$ cat config.mk
export PLATFORM = sky130hd
export DESIGN_NAME = video_scaler_h
export DESIGN_NICKNAME = d
export VERILOG_FILES = /design/src/rtl/scaler_pkg.sv /design/src/rtl/scaler_lerp.sv /design/src/rtl/video_scaler_h.sv
export SDC_FILE = /design/constraint.sdc
export NUM_CORES = 1
export LEC_CHECK = 0
export CORE_ASPECT_RATIO = 1.2
export CORE_MARGIN = 5
export CORE_UTILIZATION = 35
export CTS_CLUSTER_SIZE = 12
export DETAILED_ROUTE_END_ITERATION = 8
export GPL_ROUTABILITY_DRIVEN = 0
export GPL_TIMING_DRIVEN = 0
export HOLD_SLACK_MARGIN = 0.02
export PLACE_DENSITY_LB_ADDON = 0.3
export SLEW_MARGIN = 20
export SYNTH_ARGS = -nofsm -noshare
export SYNTH_HDL_FRONTEND = slang
export SYNTH_HIERARCHICAL = 1
export SYNTH_SLANG_ARGS = --single-unit
$ cat constraint.sdc
create_clock -name clk -period 12.6 [get_ports clk]
set_input_delay 2.52 -clock clk [delete_from_list [all_inputs] [get_ports clk]]
set_output_delay 2.52 -clock clk [all_outputs]
set_load 0.02 [all_outputs]
$ cat src/rtl/scaler_pkg.sv
// Shared constants and types for the horizontal video scaler.
package scaler_pkg;

    localparam int unsigned STEP_FRAC_W = 12;
    localparam int unsigned POS_INT_W   = 16;
    localparam int unsigned POS_W       = POS_INT_W + STEP_FRAC_W;
    localparam logic [15:0] STEP_MIN    = 16'd2048;
    localparam int unsigned OUT_LAT     = 3;
    localparam int unsigned SYNC_LAT    = 6;

    typedef logic [POS_W-1:0] pos_t;

    typedef enum logic [1:0] {
        S_WAIT,
        S_IDLE,
        S_ACTIVE
    } state_t;

endpackage

$ cat src/rtl/scaler_lerp.sv
// Three-stage 2-tap linear interpolator: window register, multiply, sum/shift.
// SCALER_H_ROUND_EN selects round-half-up instead of truncation.
module scaler_lerp
    import scaler_pkg::*;
#(
    parameter int unsigned COE_WIDTH  = 10,
    parameter int unsigned DATA_WIDTH = 8
) (
    input  logic                  clk,
    input  logic                  rst,
    input  logic [DATA_WIDTH-1:0] prev,
    input  logic [DATA_WIDTH-1:0] cur,
    input  logic [COE_WIDTH-1:0]  coe,
    input  logic                  valid,
    output logic [DATA_WIDTH-1:0] pix,
    output logic                  pix_valid
);

    localparam int unsigned ACC_W = DATA_WIDTH + COE_WIDTH + 1;

    logic [DATA_WIDTH-1:0] prev_r;
    logic [DATA_WIDTH-1:0] cur_r;
    logic [COE_WIDTH-1:0]  coe_r;
    logic [ACC_W-1:0]      m_prev;
    logic [ACC_W-1:0]      m_cur;
    logic [ACC_W-1:0]      sum;
    logic [OUT_LAT-1:0]    v_pipe;

`ifdef SCALER_H_ROUND_EN
    assign sum = m_prev + m_cur + ACC_W'(32'd1 << (COE_WIDTH - 1));
`else
    assign sum = m_prev + m_cur;
`endif

    assign pix_valid = v_pipe[OUT_LAT-1];

    always_ff @(posedge clk or negedge rst) begin
        if (!rst) begin
            prev_r <= '0;
            cur_r  <= '0;
            coe_r  <= '0;
            m_prev <= '0;
            m_cur  <= '0;
            pix    <= '0;
            v_pipe <= '0;
        end else begin
            prev_r <= prev;
            cur_r  <= cur;
            coe_r  <= coe;
            m_prev <= ACC_W'(prev_r) * (ACC_W'(32'd1 << COE_WIDTH) - ACC_W'(coe_r));
            m_cur  <= ACC_W'(cur_r) * ACC_W'(coe_r);
            pix    <= DATA_WIDTH'(sum >> COE_WIDTH);
            v_pipe <= {v_pipe[OUT_LAT-2:0], valid};
        end
    end

endmodule

$ cat src/rtl/video_scaler_h.sv
// Horizontal scaler: per-line 4.12 position stepping feeding a linear interpolator.
// Optional macro SCALER_H_ROUND_EN enables rounding in the interpolator.
module video_scaler_h
    import scaler_pkg::*;
#(
    parameter int unsigned PIXEL_STEP = 4096,
    parameter int unsigned COE_WIDTH  = 10,
    parameter int unsigned DATA_WIDTH = 8
) (
    input  logic                  clk,
    input  logic                  rst,
    input  logic [15:0]           scale_step,
    input  logic [DATA_WIDTH-1:0] di_i,
    input  logic                  de_i,
    input  logic                  hs_i,
    input  logic                  vs_i,
    output logic [15:0]           pix_count_o,
    output logic [DATA_WIDTH-1:0] do_o,
    output logic                  de_o,
    output logic                  hs_o,
    output logic                  vs_o
);

    state_t                state;
    pos_t                  pos;
    logic [15:0]           step_r;
    logic [15:0]           n;
    logic [15:0]           out_cnt;
    logic [DATA_WIDTH-1:0] prev;
    logic [DATA_WIDTH-1:0] cur;
    logic [SYNC_LAT-1:0]   hs_pipe;
    logic [SYNC_LAT-1:0]   vs_pipe;

    logic [POS_INT_W-1:0]   pos_int;
    logic [STEP_FRAC_W-1:0] pos_frac;
    logic                   active_c;
    logic                   gen_c;
    logic                   edge_c;
    logic [DATA_WIDTH-1:0]  lerp_prev;
    logic [COE_WIDTH-1:0]   lerp_coe;

    assign pos_int  = pos[POS_W-1:STEP_FRAC_W];
    assign pos_frac = pos[STEP_FRAC_W-1:0];
    assign active_c = (state == S_ACTIVE) && !de_i;
    // Interior output: position lies between the two windowed pixels.
    assign gen_c    = active_c && (n >= 16'd2) && (pos_int == n - 16'd2);
    // Edge output: position lands exactly on the last pixel at line end.
    assign edge_c   = active_c && !gen_c && hs_i && (n != 16'd0)
                      && (pos_int == n - 16'd1) && (pos_frac == '0);

    assign lerp_prev = edge_c ? cur : prev;
    assign lerp_coe  = edge_c ? '0 : pos[STEP_FRAC_W-1 -: COE_WIDTH];

    assign hs_o = hs_pipe[SYNC_LAT-1];
    assign vs_o = vs_pipe[SYNC_LAT-1];

    always_ff @(posedge clk or negedge rst) begin
        if (!rst) begin
            state       <= S_WAIT;
            pos         <= '0;
            step_r      <= 16'(PIXEL_STEP);
            n           <= '0;
            out_cnt     <= '0;
            prev        <= '0;
            cur         <= '0;
            pix_count_o <= '0;
            hs_pipe     <= '1;
            vs_pipe     <= '1;
        end else begin
            hs_pipe <= {hs_pipe[SYNC_LAT-2:0], hs_i};
            vs_pipe <= {vs_pipe[SYNC_LAT-2:0], vs_i};
            if (hs_i) begin
                step_r <= (scale_step < STEP_MIN) ? STEP_MIN : scale_step;
            end
            if (de_i) begin
                prev <= cur;
                cur  <= di_i;
            end
            case (state)
                // After reset, ignore a partial line until blanking is seen.
                S_WAIT: begin
                    if (hs_i) begin
                        state <= S_IDLE;
                    end
                end
                S_IDLE: begin
                    pos     <= '0;
                    out_cnt <= '0;
                    n       <= '0;
                    if (!hs_i) begin
                        state <= S_ACTIVE;
                        n     <= de_i ? 16'd1 : 16'd0;
                    end
                end
                S_ACTIVE: begin
                    if (de_i) begin
                        n <= n + 16'd1;
                    end else if (gen_c || edge_c) begin
                        pos     <= pos + pos_t'(step_r);
                        out_cnt <= out_cnt + 16'd1;
                    end
                    if (hs_i && !de_i && !gen_c) begin
                        pix_count_o <= edge_c ? out_cnt + 16'd1 : out_cnt;
                        state       <= S_IDLE;
                    end
                end
                default: state <= S_WAIT;
            endcase
        end
    end

    scaler_lerp #(
        .COE_WIDTH (COE_WIDTH),
        .DATA_WIDTH(DATA_WIDTH)
    ) u_lerp (
        .clk      (clk),
        .rst      (rst),
        .prev     (lerp_prev),
        .cur      (cur),
        .coe      (lerp_coe),
        .valid    (gen_c || edge_c),
        .pix      (do_o),
        .pix_valid(de_o)
    );

endmodule

Word-level counts from Yosys, hierarchy flattened
Index checks and enable logic that the tools add are counted.

Output and inout port bits: 27. Bits in registers: 195. Word-level logic and storage cells: 77. Input bits: 29.

$mul: 2. Order comparisons: 2. Equal/unequal tests: 10. Add/sub/neg operators: 7. Reduce and logical (&&, ||, !) cells: 21. Multiplexer cells: 18.

Operators by type and width (count): 16-bit two-way mux (5); 16-bit case mux with 2 select lines (2); 28-bit two-way mux (2); 28-bit case mux with 2 select lines (1); 16-bit by 1-bit adder with 16-bit output, second input constant (2); 16-bit == test (2); 28-bit by 16-bit adder with 28-bit output (1); 8-bit by 19-bit multiplier with 18-bit output (1); 18-bit adder (1); 8-bit by 10-bit multiplier with 18-bit output (1); 16-bit by 2-bit greater-or-equal comparator with 1-bit output, second input constant (1); 16-bit by 12-bit < comparator with 1-bit output, second input constant (1); 16-bit nonzero test (1); 16-bit by 1-bit subtractor with 16-bit output, second input constant (1); 16-bit by 2-bit subtractor with 16-bit output, second input constant (1); 12-bit zero test (1); 11-bit by 10-bit subtractor with 12-bit output, first input constant (1); 1-bit logical AND (10); 10-bit two-way mux (1); 8-bit two-way mux (1); 2-bit inequality test, second input constant (4); 2-bit two-way mux (3); 2-bit case mux with 3 select lines (1); 3-bit AND reduction (2); 9 further kinds (13).

Depth between registers and ports, before layout
Gate-level depths: netlist of the first run.

Depth after elaboration: 14. Depth in mapped cells: 25.

Modules after synthesis
The synthesis of the first run kept the hierarchy.

By module, submodules not included: scaler_lerp (sequential area each 1826.8 um2, times used 1, area each 7842.5 um2, cells each 805); video_scaler_h (sequential area each 3069.2 um2, times used 1, area each 7452.1 um2, cells each 814).

Least setup slack after synthesis of the first run
Ideal clock, no wire load.

Path type: register -> register. Start: register u_lerp.coe_r[0]. End: register u_lerp.m_prev[16]. Required time: 12520 ps. Arrival: 5584 ps. Stages on the path, launching flop included: 23. Buffers on the path: 2. Setup slack: 6936 ps. Library setup time: 80 ps. Clock period less this slack: 5664 ps. Cells stage by stage: dfrtp_1 clkbuf_1 clkbuf_1 inv_1 ha_1 inv_1 or3_1 xor2_1 nand2_1 fa_1 inv_1 fa_1 fa_1 inv_1 fa_1 inv_1 ha_1 or4_1 o21ai_0 a21oi_1 a221o_1 a21oi_1 xnor2_1.

Cells in the longest elaborated chain, start to end: 2.

Ends and longest elaborated chain: start: declaration (line scaler_lerp.sv:23) `logic [COE_WIDTH-1:0] coe_r;`; start signal: assignment (line scaler_lerp.sv:49) `coe_r <= coe;`; 11-bit by 10-bit subtractor with 12-bit output (line scaler_lerp.sv:50) `m_prev <= ACC_W'(prev_r) * (ACC_W'(32'd1 << COE_WIDTH) - ACC_W'(coe_r));`; 8-bit by 19-bit multiplier with 18-bit output (line scaler_lerp.sv:50); end signal: assignment (line scaler_lerp.sv:50); end: declaration (line scaler_lerp.sv:24) `logic [ACC_W-1:0] m_prev;`.

Every way passes these cells. A chain may end at the register's enable or synchronous reset.

Worst setup path after layout of the first run
Start: register u_lerp.coe_r[0]. End: register u_lerp.m_prev[17].

Same word-level chain as after synthesis.

==> impl_metrics.yaml, run 1 <==
clock_tree:
  cts_root_buf: "clkbuf_16"
  cts.reportedPaths.clkPinSlew_ps: 80
  cts_resized: 0
  cts_buffers: 17
  cts_tree: "built"
  cts_max_level: 4
  ctsHoldBuffers: 0
  post_cts.repair.setup_buffers: 0
  cts.sinks: 195
  clkLatencyLatePin_ps: 470
  clockBufferDepth: 2
setup_path:
  cp_top_family: "adder cells"
  cp_slowest_cell: "xor2_1"
  worst-path-buf-inv: 7
  path_max_fanout: 10
  arrival_ps: 7180
  critPathCaptureType: "flip-flop"
  critPathRequiredTime_ps: 12940
  path_cells: "clkbuf_1 > clkbuf_1 > inv_1 > ha_1 > inv_1 > or3_1 > xor2_1 > nand2_1 > fa_1 > inv_1 > fa_1 > ha_1 > inv_1 > fa_1 > inv_1 > ha_1 > a211oi_1 > o21bai_1 > a2111oi_0 > nor2_1 > a31oi_1 > o21ai_0 > xnor2_1"
  cp_slowest_stage_delay_ps: 630
  crit_type: "flip-flop to flip-flop"
  worstSetupStartpointType: "flip-flop"
  crit_top_cell: "inv_1"
global_route:
  antenna_found_initial: 0
  grt-ovfl-total: 0
  grt_pass1_vias: 11750
  grt_usage_pct: 15.49
  grt_max_degree: 96
  grt_pass1_wl_um: 60620
sta:
  skew_ps: 13.17
  worst_pin_slew_ps: 885.2
  rsz0062_at_grt: "no"
  setup_viol: 0
  tns_ps: 0
  hold_viol: 0
  maxSlewViolCount: 0
  max_freq_ghz: 0.1462
  slew_headroom_pct: 40.57
  min_period_ps: 6839
  min_period_over_period_pct: 54.28
yosys:
  ys_seq_area_share_pct: 32.01
  syn_nets: 1871
  async_flop_share_pct: 100.0
  synth_top_area_share_pct: 29.78
  ys_top_cells_by_count: "inv_1, dfrtp_1, nand2_1"
  yosysWarnings: 6
  syn-cell-area_mm2: 0.01529
  yosysTopAreaCell: "dfrtp_1"
  ys_types: 80
  synth-edff-count: 0
  synth-seq-cells: 195
  yosysMostFrequentCell: "inv_1"
  avgSynthCellArea_um2: 9.447
  synth.area.top_cells: "dfrtp_1, fa_1, ha_1, inv_1, nand2_1"
  netlist_instances: 1619
  synth_ff_type: "dfrtp_1"
min_path:
  hold_class: "flip-flop to flip-flop"
placement:
  place_area_mm2: 0.01660
  io_buffer_count: 55
  post-place-cells: 2235
  dp.final_hpwl_um: 28600
floorplanning:
  start_util_pct: 35.15
  rows: 84
  die-width_um: 200.8
  core_area_mm2: 0.04351
  die-height_um: 239.0
  die-area_mm2: 0.04800
  io_pins: 56
status:
  status: "completed"
cells_and_area:
  fin_nets: 1947
  stdcell_count: 2267
  final_area_mm2: 0.01721
  diodes: 0
  syn2layout_area_growth_pct: 12.50
  fillers: 4357
  layout-drive-gt1-share_pct: 8.197
drt:
  avgViaCountPerCell: 5.075
  vias: 11510
  wl_per_cell_um: 16.09
  finalWirelength_um: 36490
  drc: 0
  drt_iter0_drc: 747
  final_antenna_net_count: 0
  drt-pass1-iter-count: 5
job:
  max-cap-violations: 0
[area by class of cell]
type	instances	area (um2)	share of cell area (%)
Tap cell	559	699.4	4.065
Clock inverter	13	158.9	0.9235
Sequential cell	195	4896	28.45
Inverter	196	735.7	4.276
Buffer	81	342.8	1.992
Timing Repair Buffer	57	610.6	3.549
Clock buffer	19	442.9	2.574
Multi-Input combinational cell	1147	9320	54.17
[cells in the final DEF (no fill, tap or decap), types with 13 or more instances in the layout]
master	instances
xnor2_1	54
o21ai_0	61
inv_1	196
nand4_1	20
a31oi_1	21
clkbuf_16	17
and3_1	20
and2_1	84
o31ai_1	18
fa_1	103
xor2_1	42
nor4_1	17
nand3_1	43
a21o_1	17
nand2_1	160
buf_2	15
mux2_2	28
clkbuf_1	60
clkdlybuf4s50_1	54
o211ai_1	15
a21oi_1	59
nor2_1	81
ha_1	120
dfstp_2	13
nor3_1	24
dfrtp_1	182
[cells by family after synthesis]
family | count (synthesis) | synth area share [%]
compound gates | 264 | 11.27
xor+xnor | 97 | 5.604
fa+ha+maj | 223 | 23.30
buf+inv | 277 | 7.052
flops | 195 | 32.01
mux | 37 | 2.651
simple gates | 526 | 18.11
[path summary, 6_finish.rpt]
| path | from | end | slack, ps | cells past startpoint |
|---|---|---|---|---|
| setup / recovery | u_lerp/coe_r[0]$_DFF_PN0_ | u_lerp/m_prev[17]$_DFF_PN0_ | 5760 | 23 |
| hold / removal | u_lerp/v_pipe[1]$_DFF_PN0_ | u_lerp/v_pipe[2]$_DFF_PN0_ | 350 | 0 |
| setup reg to reg | u_lerp/coe_r[0]$_DFF_PN0_ | u_lerp/m_prev[17]$_DFF_PN0_ | 5760 | 23 |
| hold reg to reg | u_lerp/v_pipe[1]$_DFF_PN0_ | u_lerp/v_pipe[2]$_DFF_PN0_ | 350 | 0 |
| max in group asynchronous | rst | vs_pipe[1]$_DFF_PN1_ | 9520 | 3 |
| min in group asynchronous | rst | u_lerp/m_prev[7]$_DFF_PN0_ | 1920 | 1 |
[routing by layer]
metal	GRT usage, %	up-vias	wire, um
met5	0	-	0
met4	4.048	0	616
met3	2.280	46	983
met2	29.03	182	19370
met1	18.64	5715	15520
li1	-	5562	-
[registers in the layout (all words and copies together), names as in the netlist, 10 cells and up]
signal / count
pos: 28
u_lerp/m_cur: 18
step_r: 16
u_lerp/m_prev: 18
pix_count_o: 16
u_lerp/coe_r: 10
out_cnt: 16
n: 16
[stage by stage]
| step | setup WS (ps) | utilization (%) | hold WS, ps |
|---|---|---|---|
| floorplan | 6936 | - | 331.2 |
| global placement | 704.5 | 38.02 | 335.1 |
| detailed placement | 5750 | 38.16 | 334.7 |
| CTS | 5695 | 39.54 | 354.4 |
| global route | 5483 | 39.54 | 362.4 |
| finish | 5761 | 39.54 | 349.7 |
[worst reg2reg max path: cells and delay by family, from the launching register on]
| family | cells | cell delay [ps] |
|---|---|---|
| flops | 1 | 410 |
| fa+ha+maj | 6 | 2420 |
| xor+xnor | 2 | 950 |
| simple gates | 3 | 750 |
| buf+inv | 7 | 900 |
| compound gates | 5 | 1270 |
Power of run 1 is left out: the tool's default activity adds up to more than one toggle a clock period on the data nets, which glitch-free logic cannot reach.
==> run 2: changes to the inputs <==
==> constraint.sdc (replaced) <==
create_clock -name clk -period 6.68 [get_ports clk]
set_input_delay 1.336 -clock clk [delete_from_list [all_inputs] [get_ports clk]]
set_output_delay 1.336 -clock clk [all_outputs]
set_load 0.02 [all_outputs]
==> run 2 against run 1 <==
Count of clock-buffer cells in the layout is the same. Utilization is 0.10 points higher. Critical endpoint unchanged. Final cell count barely moved. Die area unchanged. Cell area is 0.26% higher. Flip-flop and latch count unchanged. First-iteration DRC count is 2.1% higher. Global-route usage about the same. Critical path depth shrank 1.
==> impl_metrics.yaml, run 2 (synthesis results as in run 1) <==
cells_and_area:
  fillers: 4353
  largest_reg_flops: 28
  layout-drive-gt1-share_pct: 8.494
  layout_common_cells: "inv_1, dfrtp_1, nand2_1"
  syn2layout_area_growth_pct: 12.79
  diodes: 0
  fin_nets: 1946
  top_regs: "pos x28, u_lerp/m_cur x18, u_lerp/m_prev x18"
  final_area_mm2: 0.01725
  layout.cells.most_common: "inv_1"
  regMostFlops: "pos"
global_route:
  grt_usage_pct: 15.49
  antenna_found_initial: 0
  use_met1_pct: 18.64
  grt_pass1_vias: 11750
  grt_pass1_wl_um: 60620
  met2_usage_pct: 29.04
  grt_max_degree: 96
  busiest_layer: "met2"
  grt_util_met3_pct: 2.280
  grt-ovfl-total: 0
job:
  max-cap-violations: 0
placement:
  place_area_mm2: 0.01660
  io_buffer_count: 55
  dp.final_hpwl_um: 28600
sta:
  skew_ps: 15.66
  rsz0062_at_grt: "no"
  hold_viol: 0
  max_freq_ghz: 0.1576
  slew_headroom_pct: 44.68
  setup_viol: 0
  maxSlewViolCount: 0
  min_period_ps: 6347
  min_period_over_period_pct: 95.01
  fin_hold_ws_ps: 351.1
  worst_pin_slew_ps: 823.9
floorplanning:
  die-area_mm2: 0.04800
  rows: 84
  io_pins: 56
  die-width_um: 200.8
  start_util_pct: 35.15
  core_area_mm2: 0.04351
  die-height_um: 239.0
drt:
  drc: 0
  drt_iter0_drc: 763
  drt-pass1-iter-count: 5
  avgViaCountPerCell: 5.070
  final_antenna_net_count: 0
  wl_per_cell_um: 16.09
  vias: 11490
  finalWirelength_um: 36470
setup_path:
  arrival_ps: 6710
  worstSetupStartpointType: "flip-flop"
  crit_type: "flip-flop to flip-flop"
  critPathCaptureType: "flip-flop"
  path_max_fanout: 19
  critPathRequiredTime_ps: 7040
clock_tree:
  cts_buffers: 17
  ctsHoldBuffers: 0
  post_cts.repair.setup_buffers: 0
  cts_root_buf: "clkbuf_16"
  cts_max_level: 4
  cts.sinks: 195
  clkLatencyLatePin_ps: 470
  cts.reportedPaths.clkPinSlew_ps: 80
  clockBufferDepth: 2
  cts_tree: "built"
min_path:
  hold_class: "flip-flop to flip-flop"
status:
  status: "completed"
-- run 2: cell types whose count changed in the layout (fill, tap and decap cells not counted), sizes merged --
cell    before  now
clkbuf      79   78
-- run 2: area by class of cell --
| class | instances | area [um2] | share of cell area, % |
|---|---|---|---|
| clock buffer | 19 | 442.9 | 2.567 |
| inverter | 196 | 735.7 | 4.265 |
| timing repair buffer | 57 | 610.6 | 3.539 |
| buffer | 80 | 339.1 | 1.965 |
| tap | 559 | 699.4 | 4.054 |
| multi-input combinational | 1147 | 9369 | 54.31 |
| clock inverter | 13 | 158.9 | 0.9211 |
| sequential | 195 | 4896 | 28.38 |
-- run 2: per-stage QoR --
stage                     setup slack, ps  TNS [ps]  std cells  utilization [%]
after global routing                48.17         0       2266            39.65
after global placement              -4031   -744550       2233            38.02
after detailed placement           -170.4    -206.7       2235            38.16
after CTS                           63.33         0       2267            39.60
after floorplan                      1016         0       1619                -
final                               333.5         0       2266            39.65
-- run 2: metal layers --
layer	vias to the layer above	wire length [um]
met4	0	619
met5	-	0
met1	5710	15550
met2	174	19380
met3	45	924
li1	5560	-
-- run 2: worst paths after layout --
check                                              end  cells past startpoint  slack (ps)                        from
setup / recovery           u_lerp/m_prev[17]$_DFF_PN0_                     22         330   u_lerp/coe_r[0]$_DFF_PN0_
hold / removal              u_lerp/v_pipe[2]$_DFF_PN0_                      0         350  u_lerp/v_pipe[1]$_DFF_PN0_
setup reg to reg           u_lerp/m_prev[17]$_DFF_PN0_                     22         330   u_lerp/coe_r[0]$_DFF_PN0_
hold reg to reg             u_lerp/v_pipe[2]$_DFF_PN0_                      0         350  u_lerp/v_pipe[1]$_DFF_PN0_
max in group asynchronous         vs_pipe[1]$_DFF_PN1_                      3        4790                         rst
min in group asynchronous   u_lerp/m_prev[7]$_DFF_PN0_                      1         740                         rst
-- run 2: timing repair --
action,in CTS,in global routing
setup endpoints to repair,2,2
resized for setup,3,3
endpoints found under the hold margin,0,0
-- run 2: critical path, cell delays in order, from the launching register on --
cell and delay [ps]:
dfrtp_1 410, clkbuf_1 350, inv_1 140, ha_1 270
inv_1 80, or3_1 450, xor2_4 320, nand2_1 120
fa_1 530, inv_1 50, fa_1 450, ha_1 300
inv_1 50, fa_1 600, inv_1 60, ha_1 310
a211oi_1 220, o21bai_1 120, a2111oi_0 440, nor2_1 200
a31oi_1 300, o21ai_0 220, xnor2_2 240
Power of run 2 is left out for the same reason.
==> run 3: changes to the inputs <==
--- a/config.mk
+++ b/config.mk
@@ -5,6 +5,7 @@
 export SDC_FILE = /design/constraint.sdc
 export NUM_CORES = 1
 export LEC_CHECK = 0
+export ABC_CLOCK_PERIOD_IN_PS = 6680
 export CORE_ASPECT_RATIO = 1.2
 export CORE_MARGIN = 5
 export CORE_UTILIZATION = 35
==> results of run 3 <==
The final DEF is identical to that of run 2; final timing and power are the same.
Power of run 3 is left out for the same reason.
